### src/rtl/cond_pkg.sv
// Shared condition-code definitions: mnemonic encoding, NZCV bit positions and
// the condition evaluator used by the flag controller.
package cond_pkg;

   typedef enum logic [3:0] {
      EQ = 4'b0000, NE = 4'b0001, CS = 4'b0010, CC = 4'b0011,
      MI = 4'b0100, PL = 4'b0101, VS = 4'b0110, VC = 4'b0111,
      HI = 4'b1000, LS = 4'b1001, GE = 4'b1010, LT = 4'b1011,
      GT = 4'b1100, LE = 4'b1101, AL = 4'b1110, NV = 4'b1111
   } cond_e;

   localparam int FLAG_N = 3;
   localparam int FLAG_Z = 2;
   localparam int FLAG_C = 1;
   localparam int FLAG_V = 0;

   function automatic logic cond_eval(input logic [3:0] cond, input logic [3:0] flags);
      logic n, z, c, v, r;
      n = flags[FLAG_N];
      z = flags[FLAG_Z];
      c = flags[FLAG_C];
      v = flags[FLAG_V];
      case (cond_e'(cond))
         EQ:      r = z;
         NE:      r = !z;
         CS:      r = c;
         CC:      r = !c;
         MI:      r = n;
         PL:      r = !n;
         VS:      r = v;
         VC:      r = !v;
         HI:      r = !z && c;
         LS:      r = z || !c;
         GE:      r = (n == v);
         LT:      r = (n != v);
         GT:      r = !z && (n == v);
         LE:      r = z || (n != v);
         AL:      r = 1'b1;
         default: r = 1'b0;
      endcase
      return r;
   endfunction

endpackage

### src/rtl/flag_stack.sv
// LIFO for saved flag words with push, pop and swap (push+pop) and a sticky
// overflow/underflow flag. Entries are left unreset; only the count is.
module flag_stack #(
   parameter int DEPTH = 4,
   parameter int W     = 4
) (
   input  logic         clk,
   input  logic         rst_n,
   input  logic         push,
   input  logic         pop,
   input  logic [W-1:0] din,
   output logic [W-1:0] top,
   output logic         pop_ok,
   output logic         full,
   output logic         empty,
   output logic         err
);

   localparam int CNT_W = $clog2(DEPTH + 1);
   localparam int IDX_W = (DEPTH > 1) ? $clog2(DEPTH) : 1;

   logic [CNT_W-1:0] cnt_q;
   logic [W-1:0]     mem [2**IDX_W];
   logic [CNT_W-1:0] top_ptr, wr_ptr;
   logic             do_push, do_pop, do_swap, err_set;

   assign full    = (cnt_q == CNT_W'(DEPTH));
   assign empty   = (cnt_q == '0);
   assign top_ptr = cnt_q - CNT_W'(1);

   // A simultaneous push+pop on an empty stack is an underflow, not a swap.
   assign do_swap = push && pop && !empty;
   assign do_push = push && !pop && !full;
   assign do_pop  = pop && !push && !empty;
   assign err_set = (push && !pop && full) || (pop && empty);
   assign pop_ok  = do_pop || do_swap;
   assign wr_ptr  = do_swap ? top_ptr : cnt_q;
   assign top     = mem[top_ptr[IDX_W-1:0]];

   always_ff @(posedge clk or negedge rst_n) begin
      if (!rst_n) begin
         cnt_q <= '0;
         err   <= 1'b0;
      end else begin
         if (do_push)
            cnt_q <= cnt_q + CNT_W'(1);
         else if (do_pop)
            cnt_q <= cnt_q - CNT_W'(1);
         if (err_set)
            err <= 1'b1;
      end
   end

   always_ff @(posedge clk) begin
      if (do_push || do_swap)
         mem[wr_ptr[IDX_W-1:0]] <= din;
   end

endmodule

### src/rtl/cond_flag_ctrl.sv
// Banked NZCV flag registers with condition evaluation, predicated flag
// commit, and a save/restore stack for exception entry and return.
module cond_flag_ctrl
   import cond_pkg::*;
#(
   parameter int NUM_CTX     = 2,
   parameter int STACK_DEPTH = 4,
   parameter int CTX_W       = (NUM_CTX > 1) ? $clog2(NUM_CTX) : 1
) (
   input  logic             clk,
   input  logic             rst_n,
   input  logic             instr_valid,
   input  logic [3:0]       cond,
   input  logic [CTX_W-1:0] ctx_sel,
   input  logic [3:0]       alu_flags,
   input  logic [1:0]       flag_write,
   input  logic             push,
   input  logic             pop,
   output logic             cond_ex,
   output logic [3:0]       flags_out,
   output logic             stack_full,
   output logic             stack_empty,
   output logic             stack_err
);

   logic [NUM_CTX-1:0][3:0] bank_q;
   logic [3:0]              sel_flags, wr_flags, bank_d, stk_top;
   logic                    ctx_ok, stk_pop_ok;

   assign ctx_ok = ({1'b0, ctx_sel} < (CTX_W + 1)'(NUM_CTX));

   // Mux by comparison so an out-of-range select reads as zero flags.
   always_comb begin
      sel_flags = '0;
      for (int i = 0; i < NUM_CTX; i++)
         if (ctx_sel == CTX_W'(i))
            sel_flags = bank_q[i];
   end

   assign cond_ex   = ctx_ok && cond_eval(cond, sel_flags);
   assign flags_out = sel_flags;

   always_comb begin
      wr_flags = sel_flags;
      if (instr_valid && cond_ex) begin
         if (flag_write[1])
            wr_flags[FLAG_N:FLAG_Z] = alu_flags[FLAG_N:FLAG_Z];
         if (flag_write[0])
            wr_flags[FLAG_C:FLAG_V] = alu_flags[FLAG_C:FLAG_V];
      end
   end

   // Restore from the stack wins over a same-cycle ALU update.
   assign bank_d = stk_pop_ok ? stk_top : wr_flags;

   flag_stack #(
      .DEPTH (STACK_DEPTH),
      .W     (4)
   ) u_stack (
      .clk    (clk),
      .rst_n  (rst_n),
      .push   (push && ctx_ok),
      .pop    (pop && ctx_ok),
      .din    (wr_flags),
      .top    (stk_top),
      .pop_ok (stk_pop_ok),
      .full   (stack_full),
      .empty  (stack_empty),
      .err    (stack_err)
   );

   always_ff @(posedge clk or negedge rst_n) begin
      if (!rst_n)
         bank_q <= '0;
      else
         for (int i = 0; i < NUM_CTX; i++)
            if (ctx_ok && ctx_sel == CTX_W'(i))
               bank_q[i] <= bank_d;
   end

endmodule

### config.mk
export PLATFORM = sky130hd
export DESIGN_NAME = cond_flag_ctrl
export DESIGN_NICKNAME = d
export VERILOG_FILES = /design/src/rtl/cond_pkg.sv /design/src/rtl/flag_stack.sv /design/src/rtl/cond_flag_ctrl.sv
export SDC_FILE = /design/constraint.sdc
export NUM_CORES = 1
export LEC_CHECK = 0
export CAP_MARGIN = 20
export CORE_ASPECT_RATIO = 1.25
export CORE_UTILIZATION = 50
export DETAILED_ROUTE_END_ITERATION = 16
export PLACE_DENSITY_LB_ADDON = 0.05
export SYNTH_ARGS = -nofsm -noshare
export SYNTH_HDL_FRONTEND = slang
export SYNTH_SLANG_ARGS = --single-unit
### constraint.sdc
create_clock -name clk -period 2.5 [get_ports clk]
set_input_delay 0.75 -clock clk [delete_from_list [all_inputs] [get_ports clk]]
set_output_delay 0.75 -clock clk [all_outputs]
set_load 0.03 [all_outputs]
==> results.sh <==
export IMPL_outcome="finished, violations left"
export IMPL_violations="negative setup slack"
export IMPL_root_buffer="clkbuf_8"
export IMPL_wl_um=5370
export IMPL_slowest_stage="mux2_4"
export IMPL_place_gp_congestion=0.943
export IMPL_setup_violations_final=17
export IMPL_syn_area_per_cell_um2=10.2
export IMPL_synthAdderAreaFrac_pct=1.88
export IMPL_ant_nets=0
export IMPL_firstDrtPassIters=4
export IMPL_pwr_share_seq_pct=26.7
export IMPL_grt_max_degree=17
export IMPL_grt_pass1_vias=1767
export IMPL_cts_tree="done"
export IMPL_synth_top_area_share_pct=24.0
export IMPL_cp_num_buf_inv=3
export IMPL_antenna_found_initial=0
export IMPL_dr_total_vias=1820
export IMPL_crit_path_cell_trace="buf_8 -> buf_4 -> mux2_4 -> o21ai_2 -> o21ai_2 -> o21ai_2 -> nand3_4 -> buf_6"
export IMPL_grtUsageTotal_pct=26.7
export IMPL_endpoint_kind="primary output"
export IMPL_synth_top_flop_cell="edfxtp_1"
export IMPL_max_stage_delay_ns=0.31
export IMPL_clk_path_buf_depth=2
export IMPL_switching_share_pct=39.6
export IMPL_total_power_w=0.00304
export IMPL_tightest_slew_ns=0.544
export IMPL_synth_area_mm2=0.00200
export IMPL_grt_ovfl_total=0
export IMPL_post_route_period_util_pct=109
export IMPL_synth_compound_area_share_pct=21.1
export IMPL_hold_path_class="register to register"
export IMPL_dieWidth_um=58.6
export IMPL_synthXorXnorAreaFrac_pct=4.82
export IMPL_drc_errors=0
export IMPL_fin_skew_ns=0.00189
export IMPL_holdBufCountCts=0
export IMPL_ys_seq_area_share_pct=39.0
export IMPL_start_util_pct=52.4
export IMPL_insertion_delay_ns=0.27
export IMPL_synth_simple_area_share_pct=15.2
export IMPL_cts_max_level=1
export IMPL_power_switching_w=0.00120
export IMPL_clkPwrFrac_pct=11.5
export IMPL_slew_violations=0
export IMPL_die_area_mm2=0.00426
export IMPL_cts_sinks=28
export IMPL_synth_cells=196
export IMPL_grt_pass1_wl_um=8450
export IMPL_antennaDiodeCount=0
export IMPL_p_leak_nw=1.13
export IMPL_startpoint_type="primary input"
export IMPL_areaGrowthSynthToFinish_pct=39.8
export IMPL_rows=25
export IMPL_io_buffers=23
export IMPL_path_clk_slew_ns=0.09
export IMPL_synth_top_family_by_area="compound AO/OA/AOI/OAI gates"
export IMPL_vias_per_cell=5.83
export IMPL_cts_buffers_inserted=3
export IMPL_fmax_ghz=0.367
export IMPL_worstPathRequired_ns=1.75
export IMPL_critPathMaxFanout=4
export IMPL_peakVddDrop_mv=0.729
export IMPL_core_area_mm2=0.00382
export IMPL_timing_final_hold_violations=0
export IMPL_avgRoutedWirePerCell_um=17.2
export IMPL_muxShareOfSynthArea_pct=13.1
export IMPL_drv_cap=0
export IMPL_fin_nets=278
export IMPL_dp_slack_ns=-1.25
export IMPL_cp_common_cell="o21ai_2"
export IMPL_max_slew_margin_pct=63.6
export IMPL_die_h_um=72.7
export IMPL_path_class="primary input to primary output"
export IMPL_setup_slack_ns=-0.225
export IMPL_rsz0062_at_grt="yes"
export IMPL_worstPathArrival_ns=1.97
export IMPL_io_pins=24
export IMPL_pwr_share_comb_pct=61.8
export IMPL_finalCriticalPeriod_ns=2.72
export IMPL_syn_nets=215
export IMPL_powerDensity_mw_per_mm2=1090
export IMPL_power_internal_w=0.00184
export IMPL_async_reset_ff_share_pct=42.9
export IMPL_layout_common_cells="buf_4, nor2_1, edfxtp_1, clkdlybuf4s50_1"
export IMPL_dp_hpwl_um=4110
export IMPL_synth_edf_count=16
export IMPL_final_layout_size_suffix_gt1_share_pct=36.4
export IMPL_synth_top_area_cell="edfxtp_1"
export IMPL_synth_seq_cells=28
export IMPL_first_iter_violations=93
export IMPL_ys_types=51
export IMPL_layout_commonest_cell="buf_4"
export IMPL_ys_top_cells_by_area="edfxtp_1, dfrtp_1, mux4_2, nor2_1, a211oi_1"
export IMPL_synth_warnings=0
export IMPL_cp_top_family="compound AO/OA/AOI/OAI gates"
## cells by family after synthesis
group / Yosys count
simple gates: 60
compound gates: 57
mux: 16
flops: 28
xor+xnor: 11
buf+inv: 21
fa+ha+maj: 3
## path summary, 6_finish.rpt
check                                  from                 to  slack [ns]  cells past startpoint
max in group asynchronous             rst_n          bank_q[0]        1.29                      1
worst min-delay path            u_stack.err        u_stack.err        0.48                      1
min in group asynchronous             rst_n   u_stack.cnt_q[1]        0.83                      1
worst max-delay path                ctx_sel            cond_ex       -0.22                      8
worst min register to register  u_stack.err        u_stack.err        0.48                      1
worst max register to register    bank_q[0]  u_stack.mem[2][1]        0.07                      8
## state kept, by name, indices dropped and copies added (netlist names)
| signal | cells |
|---|---|
| u_stack.mem | 16 |
| u_stack.cnt_q | 3 |
| bank_q | 8 |
| u_stack.err | 1 |
## cells in the mapped netlist (all sizes together) (5+ instances only)
master / n
mux2: 6
xnor2: 8
a211oi: 10
a2111oi: 8
mux4: 7
clkbuf: 8
inv: 9
edfxtp: 16
nor2: 28
a21oi: 5
o21ai: 11
nand2: 9
a22oi: 8
dfrtp: 12
## cell type report
| class | instances | area, µm² |
|---|---|---|
| clock buffer | 3 | 41.3 |
| clock inverter | 1 | 30.0 |
| fill | 280 | 1020 |
| inverter | 9 | 36.3 |
| multi-input combinational | 147 | 1240 |
| sequential | 28 | 783 |
| tap | 54 | 67.6 |
| timing repair buffer | 70 | 597 |
## metrics by stage
stage	area, µm²	cells	TNS (ns)	hold WS, ns	utilization, %
global placement	2560	302	-21.95	0.446	67.1
floorplan	2040	196	-0.634	0.454	-
finish	2800	312	-0.966	0.479	73.2
CTS	2710	309	-0.396	0.486	70.9
global route	2800	312	-1.60	0.504	73.2
detailed placement	2560	302	-23.46	0.451	67.1
## worst reg2reg max path, stage by stage, from the launching register on
cell and delay, ns:
dfrtp_2 0.46, xnor2_1 0.30, mux4_2 0.33, nand3_2 0.09
and2_4 0.16, buf_4 0.13, buf_4 0.16, a31oi_4 0.21
mux2_4 0.35
## power by group through the flow
stage	clock [W]	sequential, W	combinational [W]
after floorplan	0	0.000796	0.00107
after global placement	0	0.000803	0.00166
after detailed placement	0	0.000812	0.00171
after CTS	0.000355	0.000805	0.00178
after global routing	0.000371	0.000824	0.00204
final	0.000350	0.000812	0.00188
## what timing repair did
action,4_1_cts,5_1_grt
pin swaps,9,7
hold endpoints to repair,0,0
setup buffers,3,3
gates resized for setup,51,18
endpoints found under the setup margin,29,25
## layer usage
layer	vias to the layer above	global-route usage [%]	share of wire, %
li1	865	-	-
met1	883	32.3	39
met2	60	47.8	54
met3	12	2.48	3.6
met4	0	11.6	2.9
met5	-	0	0
(Power assumes the default switching activity.)
